==> src/rtl/result_drain_packer.sv <==
// result_drain_packer
//   Drains a result buffer over a read_enable/valid/empty handshake and packs PACK
//   consecutive results into one wide word. The word leaves on a valid/ready stream.
// Ports:
//   clk, reset                  clock (rising edge), asynchronous active-high reset
//   start, num_words            job launch pulse and result count, latched in IDLE
//   result_buffer_out/_empty/_valid, result_buffer_read_enable   buffer read side
//   out_data, out_valid, out_ready, out_last                     packed output stream
//   busy, done, words_read      job status
module result_drain_packer #(
  parameter int unsigned RESULT_BUFFER_WIDTH = 16,
  parameter int unsigned PACK                = 4,
  parameter int unsigned COUNT_WIDTH         = 8
) (
  input  logic                                clk,
  input  logic                                reset,
  input  logic                                start,
  input  logic [COUNT_WIDTH-1:0]              num_words,
  input  logic [RESULT_BUFFER_WIDTH-1:0]      result_buffer_out,
  input  logic                                result_buffer_empty,
  input  logic                                result_buffer_valid,
  output logic                                result_buffer_read_enable,
  output logic [RESULT_BUFFER_WIDTH*PACK-1:0] out_data,
  output logic                                out_valid,
  input  logic                                out_ready,
  output logic                                out_last,
  output logic                                busy,
  output logic                                done,
  output logic [COUNT_WIDTH-1:0]              words_read
);

  localparam int unsigned W      = RESULT_BUFFER_WIDTH;
  localparam int unsigned LANE_W = $clog2(PACK + 1);
  localparam int unsigned IDX_W  = (PACK > 1) ? $clog2(PACK) : 1;

  typedef enum logic [2:0] {
    S_IDLE,
    S_FETCH,
    S_REST,
    S_EMIT,
    S_DONE
  } state_e;

  state_e                   state_q, state_d;
  logic [COUNT_WIDTH-1:0]   num_q, num_d;
  logic [COUNT_WIDTH-1:0]   words_read_q, words_read_d;
  logic [LANE_W-1:0]        lane_q, lane_d;
  logic [PACK-1:0][W-1:0]   pack_q, pack_d;
  logic                     rd_en_q, rd_en_d;
  logic                     out_valid_q, out_valid_d;
  logic                     out_last_q, out_last_d;
  logic                     busy_q, busy_d;
  logic                     done_q, done_d;
  logic                     fire;

  // Next-state, datapath and registered-output computation
  always_comb begin
    state_d      = state_q;
    num_d        = num_q;
    words_read_d = words_read_q;
    lane_d       = lane_q;
    pack_d       = pack_q;
    fire         = (state_q == S_FETCH) && rd_en_q && result_buffer_valid;

    case (state_q)
      S_IDLE: begin
        if (start) begin
          num_d        = num_words;
          words_read_d = '0;
          lane_d       = '0;
          pack_d       = '0;
          state_d      = (num_words == '0) ? S_DONE : S_FETCH;
        end
      end
      S_FETCH: begin
        if (fire) begin
          pack_d[IDX_W'(lane_q)] = result_buffer_out;
          lane_d                 = lane_q + LANE_W'(1);
          words_read_d           = words_read_q + COUNT_WIDTH'(1);
          if ((lane_d == LANE_W'(PACK)) || (words_read_d == num_q)) begin
            state_d = S_EMIT;
          end else begin
            state_d = S_REST;
          end
        end
      end
      // One idle cycle so that consecutive pops are separate requests
      S_REST: state_d = S_FETCH;
      S_EMIT: begin
        // out_valid is always high in EMIT, so ready alone completes the handshake
        if (out_ready) begin
          pack_d  = '0;
          lane_d  = '0;
          state_d = out_last_q ? S_DONE : S_FETCH;
        end
      end
      S_DONE:  state_d = S_IDLE;
      default: state_d = S_IDLE;
    endcase

    rd_en_d     = (state_d == S_FETCH) && !result_buffer_empty;
    out_valid_d = (state_d == S_EMIT);
    out_last_d  = (state_d == S_EMIT) && (words_read_d == num_d);
    busy_d      = (state_d == S_FETCH) || (state_d == S_REST) || (state_d == S_EMIT);
    done_d      = (state_d == S_DONE);
  end

  // State and output registers
  always_ff @(posedge clk or posedge reset) begin
    if (reset) begin
      state_q      <= S_IDLE;
      num_q        <= '0;
      words_read_q <= '0;
      lane_q       <= '0;
      pack_q       <= '0;
      rd_en_q      <= 1'b0;
      out_valid_q  <= 1'b0;
      out_last_q   <= 1'b0;
      busy_q       <= 1'b0;
      done_q       <= 1'b0;
    end else begin
      state_q      <= state_d;
      num_q        <= num_d;
      words_read_q <= words_read_d;
      lane_q       <= lane_d;
      pack_q       <= pack_d;
      rd_en_q      <= rd_en_d;
      out_valid_q  <= out_valid_d;
      out_last_q   <= out_last_d;
      busy_q       <= busy_d;
      done_q       <= done_d;
    end
  end

  assign result_buffer_read_enable = rd_en_q;
  assign out_data                  = pack_q;
  assign out_valid                 = out_valid_q;
  assign out_last                  = out_last_q;
  assign busy                      = busy_q;
  assign done                      = done_q;
  assign words_read                = words_read_q;

endmodule
==> config.mk <==
export PLATFORM = sky130hd
export DESIGN_NAME = result_drain_packer
export DESIGN_NICKNAME = d
export VERILOG_FILES = /design/src/rtl/result_drain_packer.sv
export SDC_FILE = /design/constraint.sdc
export NUM_CORES = 1
export LEC_CHECK = 0
export BUFFER_PORTS_ARGS = -buffer_cell sky130_fd_sc_hd__buf_2
export CAP_MARGIN = 20
export CELL_PAD_IN_SITES_DETAIL_PLACEMENT = 1
export CELL_PAD_IN_SITES_GLOBAL_PLACEMENT = 2
export CORE_ASPECT_RATIO = 0.9
export CORE_MARGIN = 2
export CORE_UTILIZATION = 33
export CTS_CLUSTER_DIAMETER = 200
export DETAILED_ROUTE_END_ITERATION = 10
export GPL_ROUTABILITY_DRIVEN = 0
export PLACE_DENSITY = 0.83
export SLEW_MARGIN = 20
export SYNTH_ARGS = -nofsm -noshare
export SYNTH_HDL_FRONTEND = slang
export SYNTH_SLANG_ARGS = --single-unit
==> constraint.sdc <==
create_clock -name clk -period 4.05 [get_ports clk]
set_input_delay 0.81 -clock clk [delete_from_list [all_inputs] [get_ports clk]]
set_output_delay 0.81 -clock clk [all_outputs]
set_load 0.01 [all_outputs]
== Word level (Yosys, flattened, before mapping) ==
Cells that the tools add are included.

* Register bits: 91
* Input bits: 30
* Output and inout bits: 77
* Logic and storage cells: 66

* Add/sub/neg operators: 2
* $lt $le $gt $ge: 2
* Equality and inequality tests: 13
* Muxes and demuxes: 23
* Reduce and logical (&&, ||, !) cells: 13

{| class="wikitable"
|+ Operators by type and width
! cell !! number
|-
| $mux W64 || 3
|-
| $pmux W64 S3 || 1
|-
| $bwmux W64 || 1
|-
| $demux W16 S2 || 1
|-
| $mux W8 || 4
|-
| $mux W3 || 8
|-
| $eq A8 B8 Y1 || 2
|-
| $mux W16 || 1
|-
| $pmux W8 S2 || 1
|-
| $eq A3 B2 Y1 const B || 4
|-
| $pmux W3 S4 || 1
|-
| $pmux W3 S3 || 1
|-
| $add A8 B1 Y8 const B || 1
|-
| $logic_not A8 Y1 || 1
|-
| $eq A3 B1 Y1 const B || 2
|-
| $eq A3 B3 Y1 const B || 2
|-
| $ne A2 B2 Y1 const B || 3
|-
| $logic_and A1 B1 Y1 || 5
|-
| $reduce_and A4 Y1 || 1
|-
| $add A3 B1 Y3 const B || 1
|-
| $logic_not A3 Y1 || 1
|-
| $logic_or A1 B1 Y1 || 3
|-
| $lt A2 B3 Y1 const B || 1
|-
| $reduce_bool A3 Y1 || 1
|-
| other kinds (3) || 3
|}

== Depth between registers and ports, before layout ==
Gate-level depths: netlist of run 1.

* Depth in word-level cells: 9
* Depth in mapped cells: 9

== Least setup slack after synthesis of run 1 ==
No wires, ideal clock.

* Kind: input -> register
* From: in start
* To: reg out_last_q (netlist: out_last)
* Arrival time: 2.148 ns
* Data required time: 3.954 ns
* Setup slack: 1.807 ns
* Cell stages on the path: 6
* Path buffers: 1
* Path through: or4b_4 -> buf_6 -> mux2_4 -> a22oi_2 -> nand4_1 -> nor4_2

* Word-level cells in the longest chain between the ends: 4

{| class="wikitable"
|+ RTL lines
! item !! line !! source
|-
| start, declared || 17 || <nowiki>input logic start,</nowiki>
|-
| $mux W8 || 67 || <nowiki>if (start) begin</nowiki>
|-
| $mux W8 || 65 || <nowiki>case (state_q)</nowiki>
|-
| via num_d[4] || 45 || <nowiki>logic [COUNT_WIDTH-1:0] num_q, num_d;</nowiki>
|-
| $eq A8 B8 Y1 || 103 || <nowiki>out_last_d = (state_d == S_EMIT) && (words_read_d == num_d);</nowiki>
|-
| $logic_and A1 B1 Y1 || 103 ||
|-
| via out_last_d || 51 || <nowiki>logic out_last_q, out_last_d;</nowiki>
|-
| end signal, assigned || 129 || <nowiki>out_last_q <= out_last_d;</nowiki>
|-
| end, declared || 51 ||
|}

The timed path passes the listed nets, and every way through them passes these cells.
A chain may end at the register's enable or synchronous reset.

== Final worst setup path of run 1 ==
* From: reg state_q[1]
* To: reg out_last_q (netlist: out_last)

* Word-level cells in the longest chain between the ends: 7

{| class="wikitable"
|+ RTL lines
! item !! line !! source
|-
| start, declared || 44 || <nowiki>state_e state_q, state_d;</nowiki>
|-
| start signal, assigned || 122 || <nowiki>state_q <= state_d;</nowiki>
|-
| $eq A3 B1 Y1 || 63, 65 ||
|-
| $logic_and A1 B1 Y1 (2 in series) || 63 || <nowiki>fire = (state_q == S_FETCH) && rd_en_q && result_buffer_valid;</nowiki>
|-
| $mux W8 or $mux W3 (tied branches) || 76 || <nowiki>if (fire) begin</nowiki>
|-
| $pmux W8 S2 or $pmux W3 S4 (tied branches) || 65 ||
|-
| $eq A8 B8 Y1 or $eq A3 B2 Y1 (tied branches) || 103 ||
|-
| $logic_and A1 B1 Y1 * || 103 ||
|-
| via out_last_d || 51 ||
|}

The timed path passes the listed nets; every way through them passes the cells marked *.

==> results_dict.tcl, run 1 <==
set metrics [dict create \
    min_path_type "reg2reg" \
    synth_nets 386 \
    crit_type "reg2reg" \
    finalSetupTns_ns 0 \
    coreArea_um2 12000 \
    dr.pass1.iters 4 \
    ys_ff_latch 91 \
    fin_crit_sh_pct 68.0 \
    io_pins 107 \
    hpwl_mm 8.35 \
    outcome "finished, final reports clean" \
    viasPerCell 5.32 \
    synth.area.top_cells "dfrtp_1 56%, a22o_1 14%, nand2_1 3.1%" \
    synth_cells 350 \
    ir_worst_vdd_mv 0.260 \
    crit_path_end_kind "flip-flop" \
    power.leakage_uw 0.00263 \
    total_power_uw 3560 \
    insertion_delay_ns 0.34 \
    synthFlopType "dfrtp_1" \
    antenna_found_initial 0 \
    dp_slack_ns 1.31 \
    drt_iter0_markers 225 \
    start_util_pct 33.7 \
    slew_headroom_pct 42.9 \
    overflow 0 \
    ys_types 50 \
    drive_above_1_share_pct 31.3 \
    clk_pin_slew_ns 0.07 \
    skew_ns 0.00803 \
    final_common_cell "buf_2" \
    critPathMaxFanout 12 \
    drv_cap 0 \
    htreeDepth 3 \
    crit_arrival_ns 3.00 \
    powerDensity_nw_per_um2 711 \
    ys_seq_area_share_pct 56.4 \
    synth-edff-count 0 \
    cts_tree "done" \
    drv_slew 0 \
    rows 38 \
    cts_max_path_buffers 2 \
    final_cell_mix "106 x buf_2, 91 x dfrtp_1, 64 x a22o_1" \
    final.setup.worst_slack_ns 1.30 \
    grt_pass1_wl_mm 19.1 \
    synth_area_per_cell_um2 11.5 \
    fmax_mhz 363 \
    finalHoldViolations 0 \
    routedWlPerCell_um 19.4 \
    synth_top_area_share_pct 56.4 \
    yosys_warnings 0 \
    cts_hold_buf 0 \
    rsz0062_at_grt "false" \
    fin_nets 485 \
    die-area_um2 13100 \
    ant_nets 0 \
    diodes 0 \
    grt_pass1_vias 3345 \
    totalWireLength_mm 11.9 \
    cp_cell_sequence "nor2_1 -> nand2_1 -> nor3_1 -> nand4_1 -> o31a_1 -> nor4_2" \
    ys_async_sr_fraction_pct 100 \
    syn_area_um2 4040 \
    cts_root_buffer "clkbuf_16" \
    crit_slowest_cell "nor2_1" \
    cp.required_ns 4.30 \
    grt_max_degree 52 \
    num_vias 3265 \
    synth_top_cell_by_area "dfrtp_1" \
    critPathLaunchType "flip-flop" \
    numCtsBuffers 9 \
    drc 0 \
    worst_slew_pin_slew_ns 0.857 \
    cts.sinks 91 \
    die_w_um 121 \
    portBuffers 106 \
    syn_to_final_growth_pct 23.9 \
    fp.dieH_um 109 \
    cts_setup_buffers 0 \
    cts_resized 0 \
    fin_crit_ns 2.75 \
    slowest_delay_ns 0.59 \
    setup_viol 0 \
    grt_use_total_pct 19.0 \
]
[metrics by stage]
step / instances / area, um^2 / hold WS (ns) / util (%)
6_report: 614 / 5000 / 0.495 / 41.8
5_1_grt: 614 / 5000 / 0.518 / 41.8
4_1_cts: 614 / 5000 / 0.501 / 41.8
3_5_place_dp: 598 / 4710 / 0.477 / 39.3
3_3_place_gp: 598 / 4710 / 0.477 / 39.3
2_1_floorplan: 350 / 4040 / 0.465 / -
[final timing paths]
kind / startpoint / end / slack [ns] / cells past startpoint
max: state_q[1]$_DFF_PP0_ / out_last$_DFF_PP0_ / 1.30 / 6
min: out_data[35]$_DFFE_PP0P_ / out_data[35]$_DFFE_PP0P_ / 0.50 / 1
max reg2reg: state_q[1]$_DFF_PP0_ / out_last$_DFF_PP0_ / 1.30 / 6
min reg2reg: out_data[35]$_DFFE_PP0P_ / out_data[35]$_DFFE_PP0P_ / 0.50 / 1
max in group asynchronous: reset / words_read[6]$_DFF_PP0_ / 2.57 / 3
min in group asynchronous: reset / lane_q[2]$_DFFE_PP0P_ / 0.61 / 2
[final cells by class]
class | instances | area, um^2
Tap cell | 160 | 200
Multi-Input combinational cell | 226 | 1610
Fill cell | 1336 | 6980
Clock buffer | 10 | 239
Timing Repair Buffer | 114 | 591
Sequential cell | 91 | 2280
Clock inverter | 6 | 55.1
Inverter | 7 | 27.5
[power breakdown]
part | switching [uW] | internal [uW] | total (uW)
logic | 772 | 555 | 1330
clock network | 375 | 446 | 821
registers | 233 | 1170 | 1410
total | 1380 | 2180 | 3560
[synthesized netlist by cell type, drive strengths merged (6+ instances only)]
cell	instances
dfrtp	91
a22o	64
ha	6
o21ai	21
nor3	7
a21oi	8
nor2	10
xor2	6
nand2	33
xnor2	9
and3	6
nand3	6
clkbuf	16
inv	7
buf	10
[registers in the layout, indices dropped and copies added, names as in the netlist]
name	count
words_read	8
done	1
out_data	64
state_q	3
out_valid	1
out_last	1
lane_q	3
result_buffer_read_enable	1
busy	1
num_q	8
[cell families after synthesis]
group,after synthesis,synth area share (%)
adder cells (fa/ha/maj),6,1.86
flip-flops,91,56.4
AO/OA/AOI/OAI,114,22.0
AND/OR/NAND/NOR,84,10.8
multiplexers,7,2.01
XOR/XNOR,15,3.25
buffers and inverters,33,3.69
[critical path: cells and delay by family (launching register included)]
| family | cells | cell delay [ns] |
|---|---|---|
| compound gates | 1 | 0.41 |
| simple gates | 5 | 1.74 |
| flops | 1 | 0.52 |
[metal layers]
layer / wire [um] / vias up / global-route usage [%]
met3: 676 / 4 / 5.13
met4: 63 / 0 / 3.49
met1: 5730 / 1671 / 27.1
met5: 0 / - / 0
met2: 5420 / 93 / 29.2
li1: - / 1497 / -
Power figures use the tool's default switching activity.
==> inputs of run 2 (changes only) <==
--- a/config.mk
+++ b/config.mk
@@ -11,11 +11,11 @@
 export CELL_PAD_IN_SITES_GLOBAL_PLACEMENT = 2
 export CORE_ASPECT_RATIO = 0.9
 export CORE_MARGIN = 2
-export CORE_UTILIZATION = 33
+export CORE_UTILIZATION = 30
 export CTS_CLUSTER_DIAMETER = 200
 export DETAILED_ROUTE_END_ITERATION = 10
 export GPL_ROUTABILITY_DRIVEN = 0
-export PLACE_DENSITY = 0.83
+export PLACE_DENSITY = 0.79
 export SLEW_MARGIN = 20
 export SYNTH_ARGS = -nofsm -noshare
 export SYNTH_HDL_FRONTEND = slang
==> constraint.sdc (replaced) <==
create_clock -name clk -period 2.31 [get_ports clk]
set_input_delay 0.462 -clock clk [delete_from_list [all_inputs] [get_ports clk]]
set_output_delay 0.462 -clock clk [all_outputs]
set_load 0.01 [all_outputs]
==> run 2 against run 1 <==
Die area is 9.6% higher. Maximum frequency is 25% higher. Setup slack worse by 1.2 ns. Sequential share of layout area down 1.2 points. Clock skew decreased by 0.0012 ns. Total power is 80% higher. Wire length up 6.9%. Critical endpoint unchanged.
==> results_dict.tcl, run 2 (synthesis results as in run 1) <==
set metrics [dict create \
    fin_crit_sh_pct 95.6 \
    largest_reg_flops 64 \
    fin_crit_ns 2.21 \
    cp.required_ns 2.55 \
    r2r_start "state_q[2]$_DFF_PP0_" \
    crit_arrival_ns 2.45 \
    rows 40 \
    die_w_um 126 \
    htreeDepth 3 \
    viasPerCell 5.33 \
    crit_type "reg2reg" \
    portBuffers 106 \
    rrSetupSlack_ns 0.10 \
    grt_pass1_vias 3545 \
    ir_worst_vdd_mv 0.627 \
    skew_ns 0.00687 \
    slew_headroom_pct 66.8 \
    cts_hold_buf 0 \
    final_core_util_pct 38.8 \
    drt_iter0_markers 168 \
    drc 0 \
    final_cell_mix "106 x buf_2, 91 x dfrtp_1, 64 x a22o_1" \
    cp.depth 6 \
    critPathBufInv 0 \
    drv_slew 0 \
    grt_pass1_wl_mm 20.0 \
    grt_max_degree 92 \
    dp_slack_ns 0.102 \
    diodes 0 \
    holdWs_ns 0.241 \
    outcome "finished, final reports clean" \
    cp_top_family "simple AND/OR/NAND/NOR gates" \
    cts.sinks 91 \
    num_vias 3394 \
    io_pins 107 \
    routedWlPerCell_um 20.0 \
    powerDensity_nw_per_um2 1250 \
    rsz0062_at_grt "false" \
    overflow 0 \
    fp.dieH_um 114 \
    critPathLaunchType "flip-flop" \
    fin_nets 500 \
    slowest_delay_ns 0.69 \
    dr.pass1.iters 4 \
    startpoint "state_q[2]$_DFF_PP0_" \
    multiInputGateArea_um2 1630 \
    totalWireLength_mm 12.7 \
    min_path_type "in2async" \
    final_common_cell "buf_2" \
    cp_cell_sequence "or4b_4 -> mux2_4 -> o32ai_1 -> a211oi_1 -> nand4_1 -> nor4_2" \
    crit_end "out_last$_DFF_PP0_" \
    crit_path_end_kind "flip-flop" \
    clk_pin_slew_ns 0.07 \
    finalSetupTns_ns 0 \
    critPathMaxFanout 15 \
    start_util_pct 30.5 \
    drive_above_1_share_pct 33.7 \
    power.leakage_uw 0.00270 \
    r2r_cells 6 \
    total_power_uw 6400 \
    setup_viol 0 \
    fmax_mhz 453 \
    cts_max_path_buffers 2 \
    cts_tree "done" \
    fillers 1480 \
    grt_use_total_pct 17.8 \
    coreArea_um2 13300 \
    seq_area_um2 2280 \
    insertion_delay_ns 0.35 \
    ant_nets 0 \
    drv_cap 0 \
    worst_slew_pin_slew_ns 0.499 \
    cts_root_buffer "clkbuf_16" \
    final.setup.worst_slack_ns 0.101 \
    finalHoldViolations 0 \
    r2r-end "out_last$_DFF_PP0_" \
    die-area_um2 14400 \
    hpwl_mm 8.79 \
    numCtsBuffers 9 \
    antenna_found_initial 0 \
    syn_to_final_growth_pct 27.3 \
    crit_slowest_cell "or4b_4" \
]
[run 2: changes by cell type in the layout (fill, tap and decap cells not counted), sizes merged]
cell and delta:
clkinv +1, buf +15, clkinvlp +1, inv -1, clkbuf -1
[run 2: tightest hold or removal path, cell delays in order]
cell	delay, ns
buf_2	0.11
clkinvlp_4	0.07
buf_12	0.39
[run 2: worst min path at each step]
stage | startpoint | to | slack (ns) | depth (start not counted)
3_3_place_gp | out_data[18]$_DFFE_PP0P_ | out_data[18]$_DFFE_PP0P_ | 0.48 | 1
4_1_cts | result_buffer_empty | result_buffer_read_enable$_DFF_PP0_ | 0.26 | 2
6_report | reset | out_data[63]$_DFFE_PP0P_ | 0.24 | 3
3_5_place_dp | out_data[49]$_DFFE_PP0P_ | out_data[49]$_DFFE_PP0P_ | 0.48 | 1
5_1_grt | reset | out_data[0]$_DFFE_PP0P_ | 0.28 | 3
2_1_floorplan | num_q[6]$_DFF_PP0_ | num_q[6]$_DFF_PP0_ | 0.47 | 2
[run 2: layout make-up]
cell class,instances,share of cell area (%)
clock buffer,9,4.38
sequential,91,44.3
inverter,7,0.584
multi-input combinational,226,31.6
timing repair buffer,129,13.9
tap,168,4.09
clock inverter,7,1.12
[run 2: routing by layer]
layer,global-route usage (%),up-vias,routed length [um]
met5,0,-,0
met4,5.49,0,148
met3,4.30,13,693
met2,27.7,109,5680
met1,24.9,1743,6190
li1,-,1529,-
[run 2: power breakdown]
part	total [uW]	switching, uW	internal (uW)	leakage [uW]
registers	2480	416	2060	0.00124
logic	2500	1430	1070	0.00133
clock network	1430	684	745	0.000134
total	6400	2530	3870	0.00270
[run 2: metrics by stage]
step                      area [um^2]  std cells
after floorplan                  4040        350
after global placement           4850        621
after detailed placement         4850        621
after CTS                        5130        637
after global routing             5140        637
final                            5140        637
[run 2: what timing repair did]
action | in CTS | in global routing
setup buffers | 0 | 0
setup endpoints to repair | 0 | 2
gates resized for setup | 0 | 2
